**src/rtl/cic_comb_decimator.sv**
```systemverilog
// CIC decimator back end: keeps every R-th valid integrator sample and applies
// one comb stage y = x[n] - x[n-M] in WIDTH-bit modular arithmetic.
module cic_comb_decimator #(
  parameter int WIDTH = 8,
  parameter int R     = 4,
  parameter int M     = 1
) (
  input  logic             clk,
  input  logic             rstn,
  input  logic [WIDTH-1:0] x,
  input  logic             in_valid,
  output logic [WIDTH-1:0] y,
  output logic             y_valid,
  output logic             primed
);

  localparam int PW = (R > 1) ? $clog2(R) : 1;
  localparam int CW = $clog2(M + 1);
  localparam logic [PW-1:0] PHASE_LAST = PW'(R - 1);
  localparam logic [CW-1:0] CNT_MAX    = CW'(M);

  logic [PW-1:0]    phase_q, phase_d;
  logic [CW-1:0]    cnt_q, cnt_d;
  logic [WIDTH-1:0] dly_q [M];
  logic [WIDTH-1:0] y_q, y_d;
  logic             y_valid_q;
  logic             primed_q, primed_d;
  logic             sample_evt;

  // With R == 1 the phase counter is stuck at 0, so every valid cycle samples.
  assign sample_evt = in_valid && (phase_q == PHASE_LAST);

  always_comb begin
    phase_d = phase_q;
    if (in_valid) begin
      phase_d = sample_evt ? '0 : phase_q + PW'(1);
    end
  end

  always_comb begin
    cnt_d    = cnt_q;
    primed_d = primed_q;
    y_d      = y_q;
    if (sample_evt) begin
      if (cnt_q != CNT_MAX) begin
        cnt_d = cnt_q + CW'(1);
      end else begin
        primed_d = 1'b1;
      end
      // Modular difference: integrator wrap-around cancels here.
      y_d = x - dly_q[M-1];
    end
  end

  always_ff @(posedge clk) begin
    if (!rstn) begin
      phase_q   <= '0;
      cnt_q     <= '0;
      y_q       <= '0;
      y_valid_q <= 1'b0;
      primed_q  <= 1'b0;
      for (int i = 0; i < M; i++) begin
        dly_q[i] <= '0;
      end
    end else begin
      phase_q   <= phase_d;
      cnt_q     <= cnt_d;
      y_q       <= y_d;
      y_valid_q <= sample_evt;
      primed_q  <= primed_d;
      if (sample_evt) begin
        dly_q[0] <= x;
        for (int i = 1; i < M; i++) begin
          dly_q[i] <= dly_q[i-1];
        end
      end
    end
  end

  assign y       = y_q;
  assign y_valid = y_valid_q;
  assign primed  = primed_q;

endmodule

```
**config.mk**
```make
export PLATFORM = sky130hd
export DESIGN_NAME = cic_comb_decimator
export DESIGN_NICKNAME = d
export VERILOG_FILES = /design/src/rtl/cic_comb_decimator.sv
export SDC_FILE = /design/constraint.sdc
export NUM_CORES = 1
export LEC_CHECK = 0
export CAP_MARGIN = 20
export CORE_UTILIZATION = 46
export DETAILED_ROUTE_END_ITERATION = 8
export PLACE_DENSITY_LB_ADDON = 0.25
export SETUP_SLACK_MARGIN = 0.15
export SLEW_MARGIN = 25
export SYNTH_ARGS = -nofsm -noshare
export SYNTH_HDL_FRONTEND = slang
export SYNTH_SLANG_ARGS = --single-unit
```
**constraint.sdc**
```tcl
create_clock -name clk -period 2.1 [get_ports clk]
set_clock_uncertainty 0.15 [all_clocks]
set_input_delay 0.63 -clock clk [delete_from_list [all_inputs] [get_ports clk]]
set_output_delay 0.63 -clock clk [all_outputs]
set_load 0.05 [all_outputs]
```
# Word level (Yosys, flattened, before mapping)
# Memories as Yosys holds them, arrays and structs flattened.
# Cells that the tools add are included.
[classes] n_addsub=3 n_mul=0 div_mod_pow=0 order_cmp=0 n_eq_ne=1 shifts=0 muxes=8 n_bitwise=0 n_reduce_logical=3
[ops] op="two-way mux 8 bit" n=1
[ops] op="OR reduction 8 bit" n=1
[ops] op="subtractor 8 bit" n=1
[ops] op="two-way mux 1 bit" n=6
[ops] op="adder 2 x 1 -> 2 bit, second input constant" n=1
[ops] op="== test 2 bit, second input constant" n=1
[ops] op="two-way mux 2 bit" n=1
[ops] op="AND reduction 2 bit" n=1
[ops] op="adder 1 bit, second input constant" n=1
[ops] op="logical AND 1 bit" n=1
[word_totals] reg_bits=13 latchBits=0 ramBits=8 mem_bits_ro=0 inputBits=11 output_inout_bits=10 wordCells=21 n_memories=1
[memory_table] memory="dly_q" words=1 width=8 rd=1 rd_ports_with_merged_regs=0 wr=1 line="24" rtl="logic [WIDTH-1:0] dly_q [M];"

# Logic depth before layout (Yosys ltp)
# Gate-level depths: netlist (run 1).
[depth] word_depth=7 ltp_mapped=8 depth_no_buf=8

# Worst setup path before layout (run 1)
# No wires, ideal clock.
[synth_path] path_kind="input to register" startpoint="input port x[0]" endpoint="register y_q[4] (netlist: y[4])" setup_ns=0.117 arrival_ns=1.842 t_required_ns=1.833 slack_ns=-0.009 path_stages=8 path_buffers=0 cell_sequence="inv_1 ha_1 inv_1 fa_1 a21oi_1 o21ai_0 xor2_1 a22o_1"
[synth_between] elab_chain_len=1
[synth_lines] element="start: declaration" line="10" rtl="input logic [WIDTH-1:0] x,"
[synth_lines] element="subtractor 8 bit" line="51" rtl="y_d = x - dly_q[M-1];"
[synth_lines] element="end signal: assignment" line="68" rtl="y_q <= y_d;"
[synth_lines] element="end: declaration" line="25" rtl="logic [WIDTH-1:0] y_q, y_d;"
# Every way passes these cells.
# A chain may end at the register's enable or synchronous reset.

# Final worst setup path (run 1)
[layout_path] startpoint="input port x[6]" endpoint="register y_q[7] (netlist: y[7])"
# The elaborated chain is that of the path after synthesis.

==> metrics.txt, run 1 <==
Final Hold Viols 0; worst path cell trace clkdlybuf4s50_1, ha_2, buf_4, o311a_1, nand3_1; Vias/cell 5.149; Worst R2R Setup Slack 0.35 ns; post-DP HPWL 1.812 mm; drt wl/cell 13.42 µm; Reg clk slew, reported paths 0.11 ns; Iter 0 DRT Violations 12; leading area contributor after synthesis dfxtp_1; total inserted antenna cells 0; grt ovf 0; Mapped Avg Cell Area 9.646 µm²; DRT Pass-1 Iters 4; Die Footprint 0.002655 mm²; fin crit share 88.71%; Syn Nets 137; Final Net Count 174; Top Ports 21; top cell type's share of synthesized area 23.06%; RSZ-0062 raised after global routing no; initial antenna violation count 0; Final min period 1.863 ns; worst-path fanout max 3; Worst Tran Pin Value 0.3829 ns; WS Path Type in -> reg; Slew headroom 74.44%; Routed Wire Length 2.429 mm; Placed Cells 177; R2R Path End y[4]; hold_sp y[6]; cell area after placement 0.001468 mm²; via count 932; routability cong. 0.8668; Worst path slowest cell clkdlybuf4s50_1; FF-to-FF path depth 7; Hold WC Path Type reg -> reg; critical path's top delay family buffers and inverters; Root Driver clkbuf_4; DRC 0; largest net degree at the start of global routing 12; Port Buffers 20; fmax 0.5368 GHz; Worst Path Buf+Inv 2; Yosys Warn Count 0; Crit. End Element flop; Async SR Flop Fraction 0%; Final ANT Viol Nets 0; status finished, final reports clean; ranking of synthesized cells by area dfxtp_1 (23%), edfxtp_1 (21%), ha_1 (8.9%); Seq cells post-synth 21; CTS H-tree depth 1; count of cell types in the netlist 32; Post-CTS Setup Inserts 0; Synth top cells by count inv_1 (15), dfxtp_1 (13), nand2_1 (11); main flop type after synthesis dfxtp_1; total CTS buffers 3; Final Max Tran Viols 0; layout cell share with drive strength beyond 1 28.10%; FILL cells 185; type of origin of the critical path input port; die width 51.53 µm; CP arrival 1.97 ns; Initial Util 50.06%; fin util 68.92%; count leader, synth inv_1; Min-Delay Endpoint y[6]; Die Y 51.53 µm; CTS tree built; GRT Util Overall 20.63%; # Max-Cap Violations 0; EDFF count, synth 8; first-pass GRT wire length 3.953 mm; hold_ws 0.3103 ns; Hold-fix buffers, CTS 0; design area 0.001554 mm²; Leak 0.6958 nW; Final setup violation count 0; clk buf depth 2; vias in the first global route 919; WP data required 2.20 ns; CP peak stage delay 0.48 ns; Sink Count 21; Non-Filler Instances 181; sequential area share after synthesis 44.35%; setup TNS 0 ns; Synth Instances 117; Worst R2R Start dly_q[0][0]; core area 0.002255 mm²; post-synthesis cell area 0.001129 mm²; Worst-Skew Late Latency 0.31 ns; Area Overhead vs Synth 37.69%; pwr dens 533.5 mW/mm²; VDD IR max 0.5110 mV; Hold Path Depth 2; Rows 17
## metrics by stage
step / worst slack (ns) / total power, W
finish: 0.2371 / 0.0008290
global route: 0.1750 / 0.0008738
CTS: 0.1548 / 0.0008371
detailed placement: -0.5712 / 0.0006237
global placement: -0.5605 / 0.0006198
floorplan: 0.1001 / 0.0005532
## where the power goes
group	switching, W	total, W	internal (W)	leakage [nW]
Sequential	0.00000649	0.000441	0.000435	0.188
Clock	0.000124	0.000198	0.0000743	0.0150
Combinational	0.0000949	0.000189	0.0000943	0.493
## logic make-up after synthesis
logic type | synth area share [%]
and+or+nand+nor | 17.52
AOI/OAI and AO/OA | 15.74
DFF | 44.35
buffers and inverters | 6.984
adders and majority gates | 10.64
xor gates and xnor gates | 3.881
muxes | 0.8870
## tightest hold or removal path, cell delays in order (launching register included)
cell and delay, ns:
dfxtp_1 0.33, nand2_1 0.05, o21ai_1 0.05
## flip-flops by register name, summed over array words and instances, names as in the netlist
name	flops
y_valid	1
dly_q	8
primed	1
y	8
cnt_q	1
phase_q	2
## cells in the final DEF, fill, tap and decap left out, drive strengths merged
cell,count
a22o,2
dfxtp,13
dlygate4sd2,1
a21boi,1
o31ai,1
buf,27
o2111ai,4
nor2b,2
edfxtp,8
mux2i,1
a21oi,4
nand2,11
o21ai,6
a31oi,2
a21o,1
fa,1
inv,15
nand2b,2
clkdlybuf4s50,4
a32o,1
nand4b,1
and2,7
clkbuf,4
xnor2,3
nand3,5
nor2,6
dlymetal6s2s,4
a211oi,1
or2,1
xor2,2
nand4,2
o311a,1
a211o,1
ha,8
## cell type report
class | count | area, µm² | share of cell area, %
Clock buffer | 4 | 26.28 | 1.691
Inverter | 15 | 68.82 | 4.428
Multi-Input combinational cell | 77 | 624.3 | 40.18
Sequential cell | 21 | 500.5 | 32.21
Tap cell | 28 | 35.03 | 2.254
Timing Repair Buffer | 36 | 299.0 | 19.24
## layer usage
layer / vias to the layer above / global-route usage (%) / share of wire, %
li1: 480 / - / -
met1: 430 / 24.18 / 45
met2: 15 / 34.63 / 49
met3: 7 / 6.725 / 3.4
met4: 0 / 8.108 / 1.7
met5: - / 0 / 0
## repair_timing
action,in CTS,in global routing
endpoints found under the hold margin,0,0
pin swaps,2,1
endpoints found under the setup margin,6,3
resized for setup,9,7
## worst max path at each step
stage          startpoint  cells after the start          end  slack [ns]
2_1_floorplan        x[0]                      8         y[4]        0.10
3_3_place_gp         x[0]                      9         y[4]       -0.56
3_5_place_dp         x[0]                      9         y[4]       -0.57
4_1_cts              x[4]                      6         y[7]        0.15
5_1_grt              rstn                      3  dly_q[0][2]        0.18
6_report             x[6]                      5         y[7]        0.24
Power figures use the tool's default switching activity.
==> inputs of run 2 (changes only) <==
--- a/config.mk
+++ b/config.mk
@@ -10,7 +10,7 @@
 export DETAILED_ROUTE_END_ITERATION = 8
 export PLACE_DENSITY_LB_ADDON = 0.25
 export SETUP_SLACK_MARGIN = 0.15
-export SLEW_MARGIN = 25
+export SKIP_CTS_REPAIR_TIMING = 1
 export SYNTH_ARGS = -nofsm -noshare
 export SYNTH_HDL_FRONTEND = slang
 export SYNTH_SLANG_ARGS = --single-unit
==> constraint.sdc (replaced) <==
create_clock -name clk -period 2.1 [get_ports clk]
set_clock_uncertainty 0.15 [all_clocks]
set_input_delay 0.63 -clock clk [delete_from_list [all_inputs] [get_ports clk]]
set_output_delay 0.63 -clock clk [all_outputs]
set_load 0.02 [all_outputs]
==> metrics.txt, run 2 (same netlist as run 1, synthesis figures left out) <==
CP peak stage delay 0.35 ns; hold_ws 0.3079 ns; Reg clk slew, reported paths 0.12 ns; Root Driver clkbuf_4; Final setup violation count 0; Initial Util 50.06%; critical path's top delay family adder cells; hold_sp cnt_q; Area Overhead vs Synth 43.46%; layout cell share with drive strength beyond 1 22.73%; # Max-Cap Violations 0; Port Buffers 20; total inserted antenna cells 0; WP depth 9; first-pass GRT wire length 3.891 mm; RSZ-0062 raised after global routing no; Worst R2R Start dly_q[0][0]; Top Ports 21; via count 960; design area 0.001619 mm²; grt ovf 0; worst-path fanout max 2; Worst Path Buf+Inv 3; clk buf depth 2; DRC 0; initial antenna violation count 0; Worst path slowest cell fa_2; CP endpoint y[4]; Sink Count 21; Vias/cell 5.275; Leak 0.8787 nW; Crit. End Element flop; post-DP HPWL 1.844 mm; CTS tree built; R2R Path End y[4]; die width 51.53 µm; CTS H-tree depth 1; Worst R2R Setup Slack 0.31 ns; cell area after placement 0.001493 mm²; fmax 0.5323 GHz; commonest non-fill, non-tap cell in the layout buf_4; Hold WC Path Type reg -> reg; DRT Pass-1 Iters 4; status finished, final reports clean; GRT Util Overall 19.81%; Slew headroom 73.62%; fin crit share 89.46%; core area 0.002255 mm²; total CTS buffers 3; Placed Cells 177; Die Y 51.53 µm; Rows 17; Final ANT Viol Nets 0; setup TNS 0 ns; Final Max Tran Viols 0; CP startpoint x[0]; drt wl/cell 13.28 µm; pwr dens 510.5 mW/mm²; Iter 0 DRT Violations 21; worst path cell trace clkbuf_2, inv_12, ha_4, inv_2, fa_2, a21oi_2, o21ai_1, xor2_1, a22o_1; VDD IR max 0.4741 mV; largest net degree at the start of global routing 13; vias in the first global route 940; Worst Tran Pin Value 0.3953 ns; WP data required 2.17 ns; Final Hold Viols 0; commonest cells after routing, fill and taps aside buf_4 (17), dlymetal6s2s_1 (15), inv_1 (13), dfxtp_1 (13), nand2_1 (11); CP arrival 1.95 ns; FF-to-FF path depth 7; Worst-Skew Late Latency 0.31 ns; Die Footprint 0.002655 mm²; type of origin of the critical path input port; Non-Filler Instances 182; WS Path Type in -> reg; routability cong. 0.8472; Hold Path Depth 2; Final min period 1.879 ns; Routed Wire Length 2.417 mm; Final Net Count 175
-- run 2: how the worst min path moves through the flow --
stage / end / slack [ns]
finish: cnt_q / 0.31
global route: cnt_q / 0.33
CTS: cnt_q / 0.31
detailed placement: cnt_q / 0.29
global placement: cnt_q / 0.28
floorplan: cnt_q / 0.27
-- run 2: tightest hold or removal path, delay by kind of cell (launching register included) --
family | cells | cell delay [ns]
flops | 1 | 0.34
simple gates | 2 | 0.09
-- run 2: area by class of cell --
cell class                      count  area, µm²
Inverter                           15      68.82
Sequential cell                    21      500.5
Clock buffer                        3      22.52
Tap cell                           28      35.03
Multi-Input combinational cell     77      626.9
Fill cell                         173      635.6
Clock inverter                      1      5.005
Timing Repair Buffer               37      360.3
-- run 2: report_power, final --
group,switching (W),internal [W]
Combinational,0.0000921,0.0000968
Clock,0.000126,0.0000712
Sequential,0.00000594,0.000435
-- run 2: per-stage QoR --
| step | utilization (%) | total power [W] | setup slack, ns |
|---|---|---|---|
| detailed placement | 66.20 | 0.0006210 | -0.5853 |
| global placement | 66.20 | 0.0006153 | -0.5614 |
| finish | 71.81 | 0.0008265 | 0.2214 |
| global route | 71.81 | 0.0008710 | 0.1587 |
| CTS | 67.43 | 0.0008170 | -0.2490 |
| floorplan | - | 0.0005482 | 0.1001 |
-- run 2: routing by layer --
layer | part of all wire (%) | track usage (%) | vias to the layer above
met3 | 4.3 | 6.140 | 2
li1 | - | - | 483
met5 | 0 | 0 | -
met2 | 51 | 37.45 | 29
met1 | 44 | 21.96 | 446
met4 | 0.58 | 2.703 | 0
==> inputs of run 3 (changes only) <==
--- a/config.mk
+++ b/config.mk
@@ -6,7 +6,7 @@
 export NUM_CORES = 1
 export LEC_CHECK = 0
 export CAP_MARGIN = 20
-export CORE_UTILIZATION = 46
+export CORE_UTILIZATION = 50
 export DETAILED_ROUTE_END_ITERATION = 8
 export PLACE_DENSITY_LB_ADDON = 0.25
 export SETUP_SLACK_MARGIN = 0.15
==> constraint.sdc (replaced) <==
create_clock -name clk -period 2.4 [get_ports clk]
set_clock_uncertainty 0.15 [all_clocks]
set_input_delay 0.72 -clock clk [delete_from_list [all_inputs] [get_ports clk]]
set_output_delay 0.72 -clock clk [all_outputs]
set_load 0.02 [all_outputs]
==> metrics.txt, run 3 (same netlist as run 1, synthesis figures left out) <==
WP data required 2.46 ns; vias in the first global route 957; Placed Cells 172; Leak 0.6301 nW; Routed Wire Length 2.230 mm; critical path's top delay family buffers and inverters; worst path cell trace clkdlybuf4s50_1, fa_2, a21oi_2, o21ai_1, xor2_1, a22o_1; RSZ-0062 raised after global routing no; final worst setup slack 0.2156 ns; Crit. End Element flop; Rows 16; total CTS buffers 3; Slew headroom 75.07%; Non-Filler Instances 177; fin crit share 91.02%; commonest cells after routing, fill and taps aside clkdlybuf4s50_1 (19), inv_1 (14), dfxtp_1 (13), buf_4 (13), nand2_1 (11); Iter 0 DRT Violations 11; worst-path fanout max 3; Final setup violation count 0; VDD IR max 0.4074 mV; Final Net Count 171; Sink Count 21; Initial Util 55.27%; die width 49.51 µm; pwr dens 475.5 mW/mm²; FILL cells 172; Die Footprint 0.002451 mm²; Vias/cell 5.266; Hold WC Path Type reg -> reg; dpl ws -0.2761 ns; CTS tree built; Root Driver clkbuf_4; post-DP HPWL 1.695 mm; Area Overhead vs Synth 30.82%; Worst Tran Pin Value 0.3736 ns; largest net degree at the start of global routing 13; Final min period 2.184 ns; fmax 0.4578 GHz; commonest non-fill, non-tap cell in the layout clkdlybuf4s50_1; # Max-Cap Violations 0; routability cong. 0.8428; fin util 72.30%; Worst R2R Setup Slack 0.60 ns; CP peak stage delay 0.48 ns; Final Hold Viols 0; Die Y 49.51 µm; layout cell share with drive strength beyond 1 15.33%; CTS H-tree depth 1; initial antenna violation count 0; Final Max Tran Viols 0; via count 932; Worst Path Buf+Inv 1; first-pass GRT wire length 3.884 mm; Final ANT Viol Nets 0; Port Buffers 20; DRC 0; drt wl/cell 12.60 µm; grt ovf 0; status finished, final reports clean; total inserted antenna cells 0; Worst path slowest cell clkdlybuf4s50_1; CP arrival 2.25 ns; type of origin of the critical path input port; GRT Util Overall 20.59%; core area 0.002042 mm²; Worst-Skew Late Latency 0.30 ns; Top Ports 21; clk buf depth 2; DRT Pass-1 Iters 4; Reg clk slew, reported paths 0.13 ns; WS Path Type in -> reg
-- run 3: metrics by stage --
stage | hold WS (ns) | TNS, ns | instance area, µm² | power, W
finish | 0.3119 | 0 | 1476 | 0.0007020
global placement | 0.2816 | -0.4849 | 1430 | 0.0005281
floorplan | 0.2729 | 0 | 1129 | 0.0004746
global route | 0.3382 | 0 | 1476 | 0.0007384
CTS | 0.3164 | 0 | 1458 | 0.0007021
detailed placement | 0.2928 | -0.5818 | 1430 | 0.0005329
-- run 3: routing by layer --
| metal | up-vias | track usage (%) | wire length, µm |
|---|---|---|---|
| met5 | - | 0 | 0 |
| met4 | 0 | 6.190 | 15 |
| met3 | 2 | 4.321 | 52 |
| met2 | 11 | 35.39 | 1103 |
| met1 | 442 | 25.83 | 1058 |
| li1 | 477 | - | - |
-- run 3: worst min-delay path: stages (launching register included) --
cell and delay, ns:
dfxtp_1 0.34, nand2_1 0.04, o21ai_0 0.05
-- run 3: power by group --
group	total, W	internal, W	leakage (nW)	switching, W
Sequential	0.000386	0.000381	0.188	0.00000494
Clock	0.000172	0.0000620	0.0177	0.000110
Combinational	0.000144	0.0000713	0.425	0.0000729
Total	0.000702	0.000514	0.630	0.000188
-- run 3: worst paths after layout --
kind,startpoint,to,cells after the start
setup reg to reg,dly_q[0][0],y[4],7
setup / recovery,x[1],y[4],6
hold / removal,y[2],y[2],2
hold reg to reg,y[2],y[2],2
-- run 3: layout make-up --
type	count	area [µm²]	share of cell area, %
clock inverter	1	5.005	0.3390
sequential	21	500.5	33.90
inverter	15	56.30	3.814
clock buffer	3	22.52	1.525
multi-input combinational	77	558.0	37.80
timing repair buffer	33	300.3	20.34
tap	27	33.78	2.288
